==> src/rtl/serial_deframer.sv <==
// Serial frame receiver: start bit, DATA_W data bits LSB-first, even parity, stop bit.
// Good words go to a one-deep valid/ready buffer. Error and overflow pulses last one cycle.
module serial_deframer #(
   parameter int DATA_W = 8
) (
   input  logic              clk,
   input  logic              reset,
   input  logic              din,
   input  logic              din_valid,
   output logic [DATA_W-1:0] dout,
   output logic              dout_valid,
   input  logic              dout_ready,
   output logic              parity_err,
   output logic              frame_err,
   output logic              overflow
);

   localparam int CNT_W = (DATA_W > 1) ? $clog2(DATA_W) : 1;
   localparam logic [CNT_W-1:0] LAST_BIT = CNT_W'(DATA_W - 1);

   typedef enum logic [2:0] {
      S_IDLE,
      S_DATA,
      S_PARITY,
      S_STOP,
      S_WAIT_IDLE
   } state_t;

   state_t            r_state;
   logic [CNT_W-1:0]  r_cnt;
   logic [DATA_W-1:0] r_shift;
   logic              r_par;

   logic w_par_ok;
   logic w_good;

   // Even parity: the XOR over the data bits and the parity bit must be 0.
   assign w_par_ok = ((^r_shift) ^ r_par) == 1'b0;
   assign w_good   = din_valid && (r_state == S_STOP) && din && w_par_ok;

   always_ff @(posedge clk or negedge reset) begin
      if (!reset) begin
         r_state    <= S_IDLE;
         r_cnt      <= '0;
         r_shift    <= '0;
         r_par      <= 1'b0;
         dout       <= '0;
         dout_valid <= 1'b0;
         parity_err <= 1'b0;
         frame_err  <= 1'b0;
         overflow   <= 1'b0;
      end else begin
         parity_err <= 1'b0;
         frame_err  <= 1'b0;
         overflow   <= 1'b0;

         if (din_valid) begin
            case (r_state)
               S_IDLE: begin
                  if (!din) begin
                     r_state <= S_DATA;
                     r_cnt   <= '0;
                  end
               end
               S_DATA: begin
                  r_shift[r_cnt] <= din;
                  if (r_cnt == LAST_BIT) begin
                     r_state <= S_PARITY;
                  end else begin
                     r_cnt <= r_cnt + 1'b1;
                  end
               end
               S_PARITY: begin
                  r_par   <= din;
                  r_state <= S_STOP;
               end
               S_STOP: begin
                  // A bad stop bit masks any parity problem in the same frame.
                  if (!din) begin
                     frame_err <= 1'b1;
                     r_state   <= S_WAIT_IDLE;
                  end else begin
                     parity_err <= !w_par_ok;
                     r_state    <= S_IDLE;
                  end
               end
               S_WAIT_IDLE: begin
                  if (din) begin
                     r_state <= S_IDLE;
                  end
               end
               default: r_state <= S_IDLE;
            endcase
         end

         // The output handshake runs every edge, sampled or not.
         if (w_good) begin
            if (!dout_valid || dout_ready) begin
               dout       <= r_shift;
               dout_valid <= 1'b1;
            end else begin
               overflow <= 1'b1;
            end
         end else if (dout_valid && dout_ready) begin
            dout_valid <= 1'b0;
         end
      end
   end

endmodule

==> config.mk <==
export PLATFORM = sky130hd
export DESIGN_NAME = serial_deframer
export DESIGN_NICKNAME = d
export VERILOG_FILES = /design/src/rtl/serial_deframer.sv
export SDC_FILE = /design/constraint.sdc
export NUM_CORES = 1
export LEC_CHECK = 0
export CAP_MARGIN = 25
export CORE_MARGIN = 2
export CORE_UTILIZATION = 50
export CTS_BUF_LIST = sky130_fd_sc_hd__clkbuf_4 sky130_fd_sc_hd__clkbuf_8
export DETAILED_ROUTE_END_ITERATION = 16
export PLACE_DENSITY = 0.86
export REMOVE_ABC_BUFFERS = 1
export SYNTH_ARGS = -nofsm -noshare
export SYNTH_HDL_FRONTEND = slang
export SYNTH_SLANG_ARGS = --single-unit
==> constraint.sdc <==
create_clock -name clk -period 2.3 [get_ports clk]
set_input_delay 0.46 -clock clk [delete_from_list [all_inputs] [get_ports clk]]
set_output_delay 0.46 -clock clk [all_outputs]
set_load 0.005 [all_outputs]
# --- Word-level counts from Yosys, hierarchy flattened ---
# Cells that the tools add are included.
op_classes:
  addsub: 1
  magnitude_cmp: 2
  n_eq_ne: 10
  mux: 22
  bitwise: 2
  reduce_logical: 17
ops:
  columns: ["op", "count"]
  rows:
  - ["$mux 3", 6]
  - ["$pmux 3 s5", 1]
  - ["$mux 1", 12]
  - ["$bwmux 8", 1]
  - ["$ne 2x2->1 const B", 4]
  - ["$reduce_and 2->1", 4]
  - ["$reduce_and 4->1", 2]
  - ["$reduce_xor 8->1", 1]
  - ["$eq 3x2->1 const B", 2]
  - ["$eq 3x3->1 const B", 2]
  - ["$pmux 3 s2", 1]
  - ["$logic_and 1x1->1", 5]
  - ["$lt 3x4->1 const B", 1]
  - ["$reduce_bool 2->1", 2]
  - ["$add 3x1->3 const B", 1]
  - ["$demux 1 s3", 1]
  - ["$eq 3x1->1 const B", 1]
  - ["$ge 3x1->1 const B", 1]
  - ["$logic_not 3->1", 1]
  - ["$ne 2x1->1 const B", 1]
  - ["$logic_not 1->1", 1]
  - ["$logic_or 1x1->1", 1]
  - ["$not 1->1", 1]
  - ["$xor 1x1->1", 1]
totals:
  regBits: 27
  input_bits: 5
  output_inout_bits: 12
  wordCells: 63

# --- Depth between registers and ports, before layout ---
# Gate-level depths: netlist of the first run.
logic_depth:
  word_depth: 6
  ltp_mapped: 6
  mapped_depth_nobuf: 6

# --- Worst setup path after synthesis of the first run ---
# No wires, ideal clock.
synth_path:
  path_kind: "in2reg"
  startpoint: "in din_valid"
  endpoint: "reg dout[0]"
  setup_ns: 0.125
  t_arrival_ns: 1.957
  required_ns: 2.175
  path_slack_ns: 0.218
  path_stages: 5
  n_path_buf: 1
  path_cell_list: "clkbuf_2 > and4b_1 > or4b_4 > mux2i_4 > mux2_2"
synth_via:
  elab_chain_cells: 4
synth_rtl:
  columns: ["item", "line", "text"]
  rows:
  - ["start: declaration", "9", "input logic din_valid,"]
  - ["$logic_and 1x1->1 (3 in a row)", "39", "assign w_good = din_valid && (r_state == S_STOP) && din && w_par_ok;"]
  - ["$reduce_and 2->1 (no source line)", null, null]
  - ["end signal: assignment", "99", "dout <= r_shift;"]
  - ["end: declaration", "10", "output logic [DATA_W-1:0] dout,"]
# Every way passes these cells.
# A chain may end at the register's enable or synchronous reset.

# --- Worst setup path after layout of the first run ---
layout_path:
  startpoint: "reg r_shift[1]"
  endpoint: "reg dout[0]"
layout_via:
  elab_chain_cells: 5
layout_rtl:
  columns: ["item", "line", "text"]
  rows:
  - ["start: declaration", "31", "logic [DATA_W-1:0] r_shift;"]
  - ["start signal: indexed assignment", "66", "r_shift[r_cnt] <= din;"]
  - ["$reduce_xor 8->1", "38", "assign w_par_ok = ((^r_shift) ^ r_par) == 1'b0;"]
  - ["$xor 1x1->1", "38", null]
  - ["$not 1->1", "38", null]
  - ["$logic_and 1x1->1", "39", null]
  - ["$reduce_and 2->1 (no source line)", null, null]
# Every way passes these cells.

==> reports/results.ini, run 1 <==
[outcome]
status = completed

[sta]
drv_slew = 0
setup_viol = 0
skew_ns = 0.0108
period_needed_ns = 2.17
relSlewSlack_pct = 68.8
fin_crit_sh_pct = 94.4
tns_ns = 0
fmax_mhz = 461
worstMarginPinSlew_ns = 0.467
hold_violations = 0
rsz0062_at_grt = no

[synthesis]
synth_area_leaders = dfrtp_1 53%, mux2_2 15%, xnor3_1 3.5%, nand2_1 2.9%, o21ai_0 2.7%
ys_seq_area_share_pct = 52.6
ys_seq_elements = 27
yosys_warnings = 0
synth_top_cell_by_area = dfrtp_1
ys_types = 28
netlist_area_um2 = 1280
synth_top_cell_area_share_pct = 52.6
netlist_instances = 105
syn_area_per_cell_um2 = 12.2

[pwr]
p_comb_share_pct = 45.2
power_frac_seq_pct = 42.8
leakage_uw = 0.000706
pwr-share-clk_pct = 12.0
net-switching-power_uw = 601
power.density_nw_per_um2 = 1130
p_int_uw = 1160
p_sw_share_pct = 34.2
max-vdd-ir-drop_mv = 0.817

[route]
dr.pass1.iters = 4
vias = 878
wl_per_cell_um = 14.2
ant_nets = 0
routed_via_density = 5.52
drc_errors = 0
wirelength_um = 2260
drtIter0Drc = 17

[global_routing]
antenna_found_initial = 0
grt_remaining_overflow = 0
grt_pass1_vias = 841
grt_pass1_wl_um = 3830
grt_max_degree = 28
grt_util_all_layers_pct = 18.4

[critical_path]
cp_cell_sequence = xnor3_1 > or4b_4 > mux2i_4 > mux2_2
worstSetupEndpointType = register
start_kind = register
critPathRequiredTime_ns = 2.52
max_stage_delay_ns = 0.51
crit_type = register to register
r2r_cells = 4
critPathMaxFanout = 8
worstPathArrival_ns = 2.39
cp_slowest_cell = or4b_4
cp_top_family = multiplexers
worst-path-stages = 4
crit_buf_inv = 0

[clock_tree]
post-cts-setup-buffers = 0
cts-resized-gates = 0
clock_path_buffers = 2
numCtsBuffers = 3
cts.sinks = 27
hold_buffers = 0
clk_latency_ns = 0.32
htreeDepth = 1
cts.root.buffer_cell = clkbuf_4
cts_tree = built
clk_pin_slew_ns = 0.14

[floorplan]
io_pins = 17
coreArea_um2 = 2450
die-area_um2 = 2990
die_x_um = 54.7
dieHeight_um = 54.7
rows = 18
initial_core_util_pct = 52.3

[final_layout]
area_growth_pct = 21.0
finalInstanceArea_um2 = 1550
instances_no_fill = 159
antenna_cells = 0
nets = 137
drive_above_1_share_pct = 24.0

[placement]
io_buffers = 16
place_inst = 155
gp_congestion = 0.752
placed_area_um2 = 1520
hpwl_um = 1710

[flow_run]
cap_violations = 0

[worst_hold_path]
hold_path_class = input port to async pin

-- per-layer routing --
metal / track usage, % / vias to the layer above / part of all wire (%)
met3: 5.74 / 4 / 3.8
met1: 24.7 / 438 / 44
met2: 28.8 / 17 / 51
met5: 0 / - / 0
met4: 5.00 / 0 / 1.5
li1: - / 419 / -
-- cells by family (layout without fill, tap and decap cells) --
group	Yosys count	after routing	synth area share, %
muxes	18	18	16.7
xor gates and xnor gates	6	6	6.24
adders and majority gates	2	2	1.95
buffers and inverters	8	32	2.63
DFF	27	27	52.6
AOI/OAI and AO/OA	13	13	6.24
and+or+nand+nor	31	31	13.6
-- through the flow --
stage | setup WS (ns) | hold slack [ns] | utilization, % | total power (µW)
floorplan | 0.292 | 0.164 | - | 1320
global placement | -0.112 | 0.491 | 62.0 | 1520
detailed placement | -0.180 | 0.497 | 62.0 | 1560
CTS | 0.0959 | 0.493 | 63.3 | 1780
global route | 0.0295 | 0.506 | 63.3 | 1900
finish | 0.129 | 0.482 | 63.3 | 1760
-- synth_stat cells --
cell and n:
a21oi_1 1, a32o_1 1, and2_1 1, and4b_1 1, buf_2 2, clkbuf_1 1
clkbuf_2 1, dfrtp_1 27, ha_1 2, inv_1 4, mux2_2 17, mux2i_4 1
nand2_1 10, nand2b_1 1, nand3_1 2, nand4_1 3, nor2_1 1, nor2b_1 5
nor3_1 3, nor3b_1 3, o2111ai_1 1, o21ai_0 7, o22ai_1 1, o31ai_1 2
or4b_4 1, xnor2_1 2, xnor3_1 2, xor2_1 2
-- state kept, by name (all words and copies together) (netlist names) --
| signal | count |
|---|---|
| frame_err | 1 |
| dout | 8 |
| overflow | 1 |
| parity_err | 1 |
| dout_valid | 1 |
| r_cnt | 3 |
| r_shift | 8 |
| r_state | 3 |
| r_par | 1 |
-- cells in the final DEF, fill, tap and decap left out, types with 2 or more instances in the layout --
cell type        netlist  routed
nand2_1               10      10
nand3_1                2       2
ha_1                   2       2
xor2_1                 2       2
inv_1                  4       4
xnor3_1                2       2
dfrtp_1               27      27
buf_4                  0       8
nor3_1                 3       3
clkbuf_4               0       4
nor3b_1                3       3
mux2_2                17      17
o31ai_1                2       2
nor2b_1                5       5
clkdlybuf4s50_1        0      16
xnor2_1                2       2
nand4_1                3       3
o21ai_0                7       7
-- final cells by class --
cell class	count	area, µm²
Clock buffer	4	30.0
Fill cell	193	902
Inverter	4	15.0
Multi-Input combinational cell	70	574
Sequential cell	27	676
Tap cell	30	37.5
Timing Repair Buffer	24	220
-- power groups by stage --
| stage | combinational [µW] | sequential (µW) | clock (µW) |
|---|---|---|---|
| 2_1_floorplan | 589 | 727 | 0 |
| 4_1_cts | 805 | 752 | 218 |
| 3_3_place_gp | 770 | 748 | 0 |
| 6_report | 794 | 752 | 211 |
| 3_5_place_dp | 802 | 763 | 0 |
| 5_1_grt | 881 | 779 | 238 |
-- final timing paths --
check | from | end | slack (ns)
max | r_shift[1] | dout[0] | 0.13
min | reset | r_state[2] | 0.48
max reg2reg | r_shift[1] | dout[0] | 0.13
min reg2reg | dout[2] | dout[2] | 0.52
max in group asynchronous | reset | r_shift[0] | 1.56
min in group clk | dout[2] | dout[2] | 0.52
Power figures use the tool's default switching activity.
==> run 2: changes to the inputs <==
--- a/config.mk
+++ b/config.mk
@@ -10,6 +10,7 @@
 export CORE_UTILIZATION = 50
 export CTS_BUF_LIST = sky130_fd_sc_hd__clkbuf_4 sky130_fd_sc_hd__clkbuf_8
 export DETAILED_ROUTE_END_ITERATION = 16
+export HOLD_SLACK_MARGIN = 0.08
 export PLACE_DENSITY = 0.86
 export REMOVE_ABC_BUFFERS = 1
 export SYNTH_ARGS = -nofsm -noshare
==> results of run 2 <==
Same layout as run 1: the final DEF is identical, and so are final timing and power.
==> run 3: changes to the inputs <==
--- a/config.mk
+++ b/config.mk
@@ -5,7 +5,6 @@
 export SDC_FILE = /design/constraint.sdc
 export NUM_CORES = 1
 export LEC_CHECK = 0
-export CAP_MARGIN = 25
 export CORE_MARGIN = 2
 export CORE_UTILIZATION = 50
 export CTS_BUF_LIST = sky130_fd_sc_hd__clkbuf_4 sky130_fd_sc_hd__clkbuf_8
==> results of run 3 <==
Same layout as run 1: the final DEF is identical, and so are final timing and power.
